[src/rtl/ethernet_rx_irq_coalescer_pkg.sv]
// Shared types for the Ethernet RX interrupt coalescer.
package ethernet_rx_irq_coalescer_pkg;

    localparam int unsigned coal_state_width_lp = 2;

    typedef enum logic [coal_state_width_lp-1:0] {
        e_coal_idle    = 2'd0,
        e_coal_collect = 2'd1,
        e_coal_fire    = 2'd2
    } eth_rx_coal_state_e;

endpackage

[src/rtl/bsg_dff_reset_en.sv]
// Enabled register with synchronous active-high reset to a parameterised value.
module bsg_dff_reset_en #(
    parameter int unsigned          width_p     = 1,
    parameter logic [width_p-1:0]   reset_val_p = '0
) (
    input  logic               clk_i,
    input  logic               reset_i,
    input  logic               en_i,
    input  logic [width_p-1:0] data_i,
    output logic [width_p-1:0] data_o
);

    // Capture data on enable; reset wins.
    always_ff @(posedge clk_i) begin
        if (reset_i) begin
            data_o <= reset_val_p;
        end else if (en_i) begin
            data_o <= data_i;
        end
    end

endmodule

[src/rtl/ethernet_coalesce_timer.sv]
// Loadable down-counter used as the coalescing timeout.
module ethernet_coalesce_timer #(
    parameter int unsigned width_p = 16
) (
    input  logic               clk_i,
    input  logic               reset_i,
    input  logic               load_i,
    input  logic [width_p-1:0] load_val_i,
    input  logic               en_i,
    output logic               expire_o
);

    logic [width_p-1:0] timer_r;

    // Load has priority; otherwise count down while enabled and non-zero.
    always_ff @(posedge clk_i) begin
        if (reset_i) begin
            timer_r <= '0;
        end else if (load_i) begin
            timer_r <= load_val_i;
        end else if (en_i && (timer_r != '0)) begin
            timer_r <= timer_r - width_p'(1);
        end
    end

    assign expire_o = en_i & (timer_r == width_p'(1));

endmodule

[src/rtl/ethernet_rx_irq_coalescer.sv]
// RX interrupt moderation: batches arrivals, fires on count threshold or timeout.
module ethernet_rx_irq_coalescer
    import ethernet_rx_irq_coalescer_pkg::*;
#(
    parameter int unsigned count_width_p = 8,
    parameter int unsigned timer_width_p = 16
) (
    input  logic                           clk_i,
    input  logic                           reset_i,
    input  logic                           pkt_arrive_i,
    input  logic                           packet_avail_i,
    input  logic                           irq_ack_i,
    input  logic [count_width_p-1:0]       cfg_thresh_i,
    input  logic                           cfg_thresh_v_i,
    input  logic [timer_width_p-1:0]       cfg_timeout_i,
    input  logic                           cfg_timeout_v_i,
    input  logic                           cfg_enable_i,
    input  logic                           cfg_enable_v_i,
    output logic                           irq_o,
    output logic [count_width_p-1:0]       batch_count_o,
    output logic [coal_state_width_lp-1:0] state_o
);

    localparam logic [count_width_p-1:0] count_max_lp = '1;

    eth_rx_coal_state_e        state_r, state_n;
    logic [count_width_p-1:0]  thresh_r, thresh_eff;
    logic [timer_width_p-1:0]  timeout_r;
    logic                      enable_r;
    logic [count_width_p-1:0]  count_r, count_n, count_next;
    logic                      thr_hit, timeout_hit, timer_expire, timer_load, timer_en;

    bsg_dff_reset_en #(.width_p(count_width_p), .reset_val_p(count_width_p'(1))) thresh_reg (
        .clk_i(clk_i), .reset_i(reset_i), .en_i(cfg_thresh_v_i),
        .data_i(cfg_thresh_i), .data_o(thresh_r)
    );

    bsg_dff_reset_en #(.width_p(timer_width_p), .reset_val_p('0)) timeout_reg (
        .clk_i(clk_i), .reset_i(reset_i), .en_i(cfg_timeout_v_i),
        .data_i(cfg_timeout_i), .data_o(timeout_r)
    );

    bsg_dff_reset_en #(.width_p(1), .reset_val_p(1'b0)) enable_reg (
        .clk_i(clk_i), .reset_i(reset_i), .en_i(cfg_enable_v_i),
        .data_i(cfg_enable_i), .data_o(enable_r)
    );

    ethernet_coalesce_timer #(.width_p(timer_width_p)) timer (
        .clk_i(clk_i), .reset_i(reset_i), .load_i(timer_load),
        .load_val_i(timeout_r), .en_i(timer_en), .expire_o(timer_expire)
    );

    // Saturating arrival count and firing conditions; a threshold of 0 acts as 1.
    assign count_next  = (pkt_arrive_i && (count_r != count_max_lp)) ? count_r + count_width_p'(1) : count_r;
    assign thresh_eff  = (thresh_r == '0) ? count_width_p'(1) : thresh_r;
    assign thr_hit     = (count_next >= thresh_eff);
    assign timeout_hit = timer_expire & (timeout_r != '0);
    assign timer_en    = (state_r == e_coal_collect);

    // State and batch count registers.
    always_ff @(posedge clk_i) begin
        if (reset_i) begin
            state_r <= e_coal_idle;
            count_r <= '0;
        end else begin
            state_r <= state_n;
            count_r <= count_n;
        end
    end

    // Next-state selection.
    always_comb begin
        state_n = state_r;
        unique case (state_r)
            e_coal_idle: begin
                if (pkt_arrive_i) state_n = thr_hit ? e_coal_fire : e_coal_collect;
            end
            e_coal_collect: begin
                if (thr_hit || timeout_hit) state_n = e_coal_fire;
            end
            e_coal_fire: begin
                if (irq_ack_i) state_n = (packet_avail_i | pkt_arrive_i) ? e_coal_collect : e_coal_idle;
            end
            default: state_n = e_coal_idle;
        endcase
    end

    // Count/timer control and status outputs.
    always_comb begin
        count_n       = count_r;
        timer_load    = 1'b0;
        irq_o         = (state_r == e_coal_fire) & enable_r;
        batch_count_o = count_r;
        state_o       = state_r;
        unique case (state_r)
            e_coal_idle: begin
                if (pkt_arrive_i) begin
                    count_n    = count_width_p'(1);
                    timer_load = 1'b1;
                end
            end
            e_coal_collect: count_n = count_next;
            e_coal_fire: begin
                if (irq_ack_i) begin
                    count_n    = count_width_p'(pkt_arrive_i);
                    timer_load = 1'b1;
                end else begin
                    count_n = count_next;
                end
            end
            default: count_n = '0;
        endcase
    end

endmodule

[config.mk]
export PLATFORM = sky130hd
export DESIGN_NAME = ethernet_rx_irq_coalescer
export DESIGN_NICKNAME = d
export VERILOG_FILES = /design/src/rtl/ethernet_rx_irq_coalescer_pkg.sv /design/src/rtl/bsg_dff_reset_en.sv /design/src/rtl/ethernet_coalesce_timer.sv /design/src/rtl/ethernet_rx_irq_coalescer.sv
export SDC_FILE = /design/constraint.sdc
export NUM_CORES = 1
export LEC_CHECK = 0
export CORE_AREA = 2 2 87 89
export CTS_CLUSTER_DIAMETER = 120
export DETAILED_ROUTE_END_ITERATION = 10
export DIE_AREA = 0 0 89 91
export DONT_BUFFER_PORTS = 1
export PLACE_DENSITY_LB_ADDON = 0.08
export SLEW_MARGIN = 20
export SYNTH_ARGS = -nofsm -noshare
export SYNTH_HDL_FRONTEND = slang
export SYNTH_SLANG_ARGS = --single-unit
[constraint.sdc]
create_clock -name clk_i -period 2.46 [get_ports clk_i]
set_input_delay 0.492 -clock clk_i [delete_from_list [all_inputs] [get_ports clk_i]]
set_output_delay 0.492 -clock clk_i [all_outputs]
set_load 0.02 [all_outputs]
==> results.sh <==
export IMPL_core_area_mm2=0.00714
export IMPL_grt_antenna_before_repair=0
export IMPL_fin_crit_sh_pct=94.8
export IMPL_ant_nets=0
export IMPL_clk_pin_slew_worst_paths_ns=0.10
export IMPL_synth_cell_area_mm2=0.00277
export IMPL_grt_pass1_wl_mm=11.2
export IMPL_ys_types=60
export IMPL_period_needed_ns=2.33
export IMPL_cts_hold_buf=0
export IMPL_yosys_register_bits=51
export IMPL_fin_setup_tns_ns=0
export IMPL_dieArea_mm2=0.00810
export IMPL_ys_seq_area_share_pct=36.8
export IMPL_syn_area_per_cell_um2=8.72
export IMPL_portBuffers=0
export IMPL_drive_above_1_share_pct=15.5
export IMPL_cp_end_kind="register"
export IMPL_final_max_slew_violation_count=0
export IMPL_postSynthCellCount=318
export IMPL_cp_arrival_ns=2.52
export IMPL_via_count=2338
export IMPL_chipWidth_um=89
export IMPL_clk_path_buf_depth=2
export IMPL_cts_sinks=51
export IMPL_drv_cap=0
export IMPL_gr_total_overflow=0
export IMPL_status="completed"
export IMPL_grt_start_max_net_pins=53
export IMPL_drc_errors=0
export IMPL_setup_violations=0
export IMPL_gp_congestion=0.808
export IMPL_skew_ns=0.00473
export IMPL_start_util_pct=38.9
export IMPL_critPathKind="register to register"
export IMPL_ios=44
export IMPL_diodes=0
export IMPL_synthesis_nets=362
export IMPL_dp_hpwl_mm=4.92
export IMPL_h_tree_depth=2
export IMPL_crit_required_ns=2.65
export IMPL_tightest_slew_ns=0.532
export IMPL_grt_usage_pct=17.2
export IMPL_cts_root_buf="clkbuf_8"
export IMPL_area_growth_pct=13.1
export IMPL_async_reset_ff_share_pct=0
export IMPL_nNetsFinal=371
export IMPL_yosysWarnings=0
export IMPL_rsz0062_at_grt="no"
export IMPL_synth_ff_type="dfxtp_1"
export IMPL_finalWirelength_mm=6.73
export IMPL_core_rowCount=31
export IMPL_slew_headroom_pct=64.2
export IMPL_cts_tree="done"
export IMPL_synth_edf_count=0
export IMPL_drt_iter0_markers=73
export IMPL_p_leak_nw=1.24
export IMPL_start_kind="register"
export IMPL_vdd_drop_max_mv=0.336
export IMPL_power_density_mw_per_mm2=815
export IMPL_drt_pass1_iterations=4
export IMPL_crit_fanout=8
export IMPL_die_h_um=91
export IMPL_vias_per_cell=5.48
export IMPL_wl_per_cell_um=15.8
export IMPL_hold_class="primary input to register"
export IMPL_numCtsBuffers=5
export IMPL_max_freq_ghz=0.429
export IMPL_clock_latency_ns=0.30
export IMPL_grt_pass1_vias=2295
export IMPL_utilization_pct=44.0
export IMPL_hold_viol=0
## path summary, 6_finish.rpt
path                            slack (ns)                              to                                 from  cells past startpoint
worst max-delay path                  0.13         state_o[1]$_SDFFE_PP0P_        batch_count_o[0]$_SDFFE_PP0P_                     11
worst min-delay path                  0.25   batch_count_o[6]$_SDFFE_PP0P_                              reset_i                      1
worst max register to register        0.13         state_o[1]$_SDFFE_PP0P_        batch_count_o[0]$_SDFFE_PP0P_                     11
worst min register to register        0.49  timer.timer_r[12]$_SDFFE_PP0P_  timeout_reg.data_o[12]$_SDFFE_PP0P_                      2
## power by group
group	switching (W)	internal, W
Combinational	0.000537	0.000413
Clock	0.000294	0.000304
Sequential	0.0000857	0.000923
Total	0.000917	0.00164
## layout make-up
type / instances / area, µm²
Clock buffer: 5 / 68.8
Clock inverter: 3 / 43.8
Fill cell: 738 / 4000
Inverter: 13 / 48.8
Multi-Input combinational cell: 236 / 1670
Sequential cell: 51 / 1020
Tap cell: 99 / 124
Timing Repair Buffer: 20 / 158
## cells in the mapped netlist, drive strengths merged (4+ instances only)
cell type,count,share of area (%)
mux2i,25,9.0
nor2,43,5.8
a31oi,7,1.6
a21o,4,1.1
nor2b,4,0.90
nand4,5,1.1
nor3,8,1.6
nand3,6,1.3
a211oi,8,2.3
or4,4,1.2
nand2,16,2.2
o21ai,11,2.0
or3,7,1.7
ha,11,5.0
buf,4,0.81
nor4,9,2.6
clkbuf,14,1.9
dfxtp,51,37
o211ai,5,1.4
xnor2,7,2.2
inv,13,1.8
a21oi,13,2.8
## flip-flops by register name, indices dropped and copies added (netlist names)
signal and cells:
state_o 2, batch_count_o 8, thresh_reg.data_o 8, enable_reg.data_o 1
timer.timer_r 16, timeout_reg.data_o 16
## logic make-up after synthesis
group / count (synthesis) / synth area share [%]
adders and majority gates: 11 / 4.96
buffers and inverters: 31 / 4.47
AOI/OAI and AO/OA: 72 / 18.6
xor gates and xnor gates: 9 / 2.84
and+or+nand+nor: 118 / 22.9
DFF: 51 / 36.8
muxes: 26 / 9.43
## critical path, cell delays in order (launching register included)
cell	delay, ns
dfxtp_2	0.33
ha_2	0.20
a41oi_4	0.34
buf_6	0.15
and4_4	0.23
xor2_2	0.07
ha_1	0.19
a21o_1	0.15
a21o_1	0.18
a21oi_2	0.12
o31a_1	0.17
o22ai_1	0.08
## per-layer routing
metal	part of all wire [%]	track usage, %
met5	0	0
met4	0.46	4.10
met3	3.6	3.27
met2	51	29.6
met1	45	22.0
## per-stage QoR
step	hold slack, ns	cell area (µm²)	setup WS [ns]	power (W)	instances
global route	0.227	3140	0.0204	0.00274	427
floorplan	0.444	2790	0.0438	0.00175	318
global placement	0.468	2960	0.107	0.00196	416
CTS	0.229	3080	0.0636	0.00257	424
detailed placement	0.468	2960	0.0875	0.00196	416
finish	0.246	3140	0.128	0.00256	427
## what timing repair did
item / CTS / global route
endpoints found under the setup margin: 0 / 2
endpoints found under the hold margin: 0 / 0
resized for setup: 0 / 10
setup buffers: 0 / 3
## cells in the final DEF, fill, tap and decap left out, types with 7 or more instances in the layout
| master | count |
|---|---|
| dfxtp_1 | 49 |
| nor2_1 | 43 |
| mux2i_1 | 25 |
| buf_4 | 18 |
| nand2_1 | 16 |
| inv_1 | 13 |
| a21oi_1 | 11 |
| ha_1 | 10 |
| nor4_1 | 8 |
| o21ai_0 | 8 |
| a31oi_1 | 7 |
| nor3_1 | 7 |
Note: power is estimated with default switching activity, not from simulation.
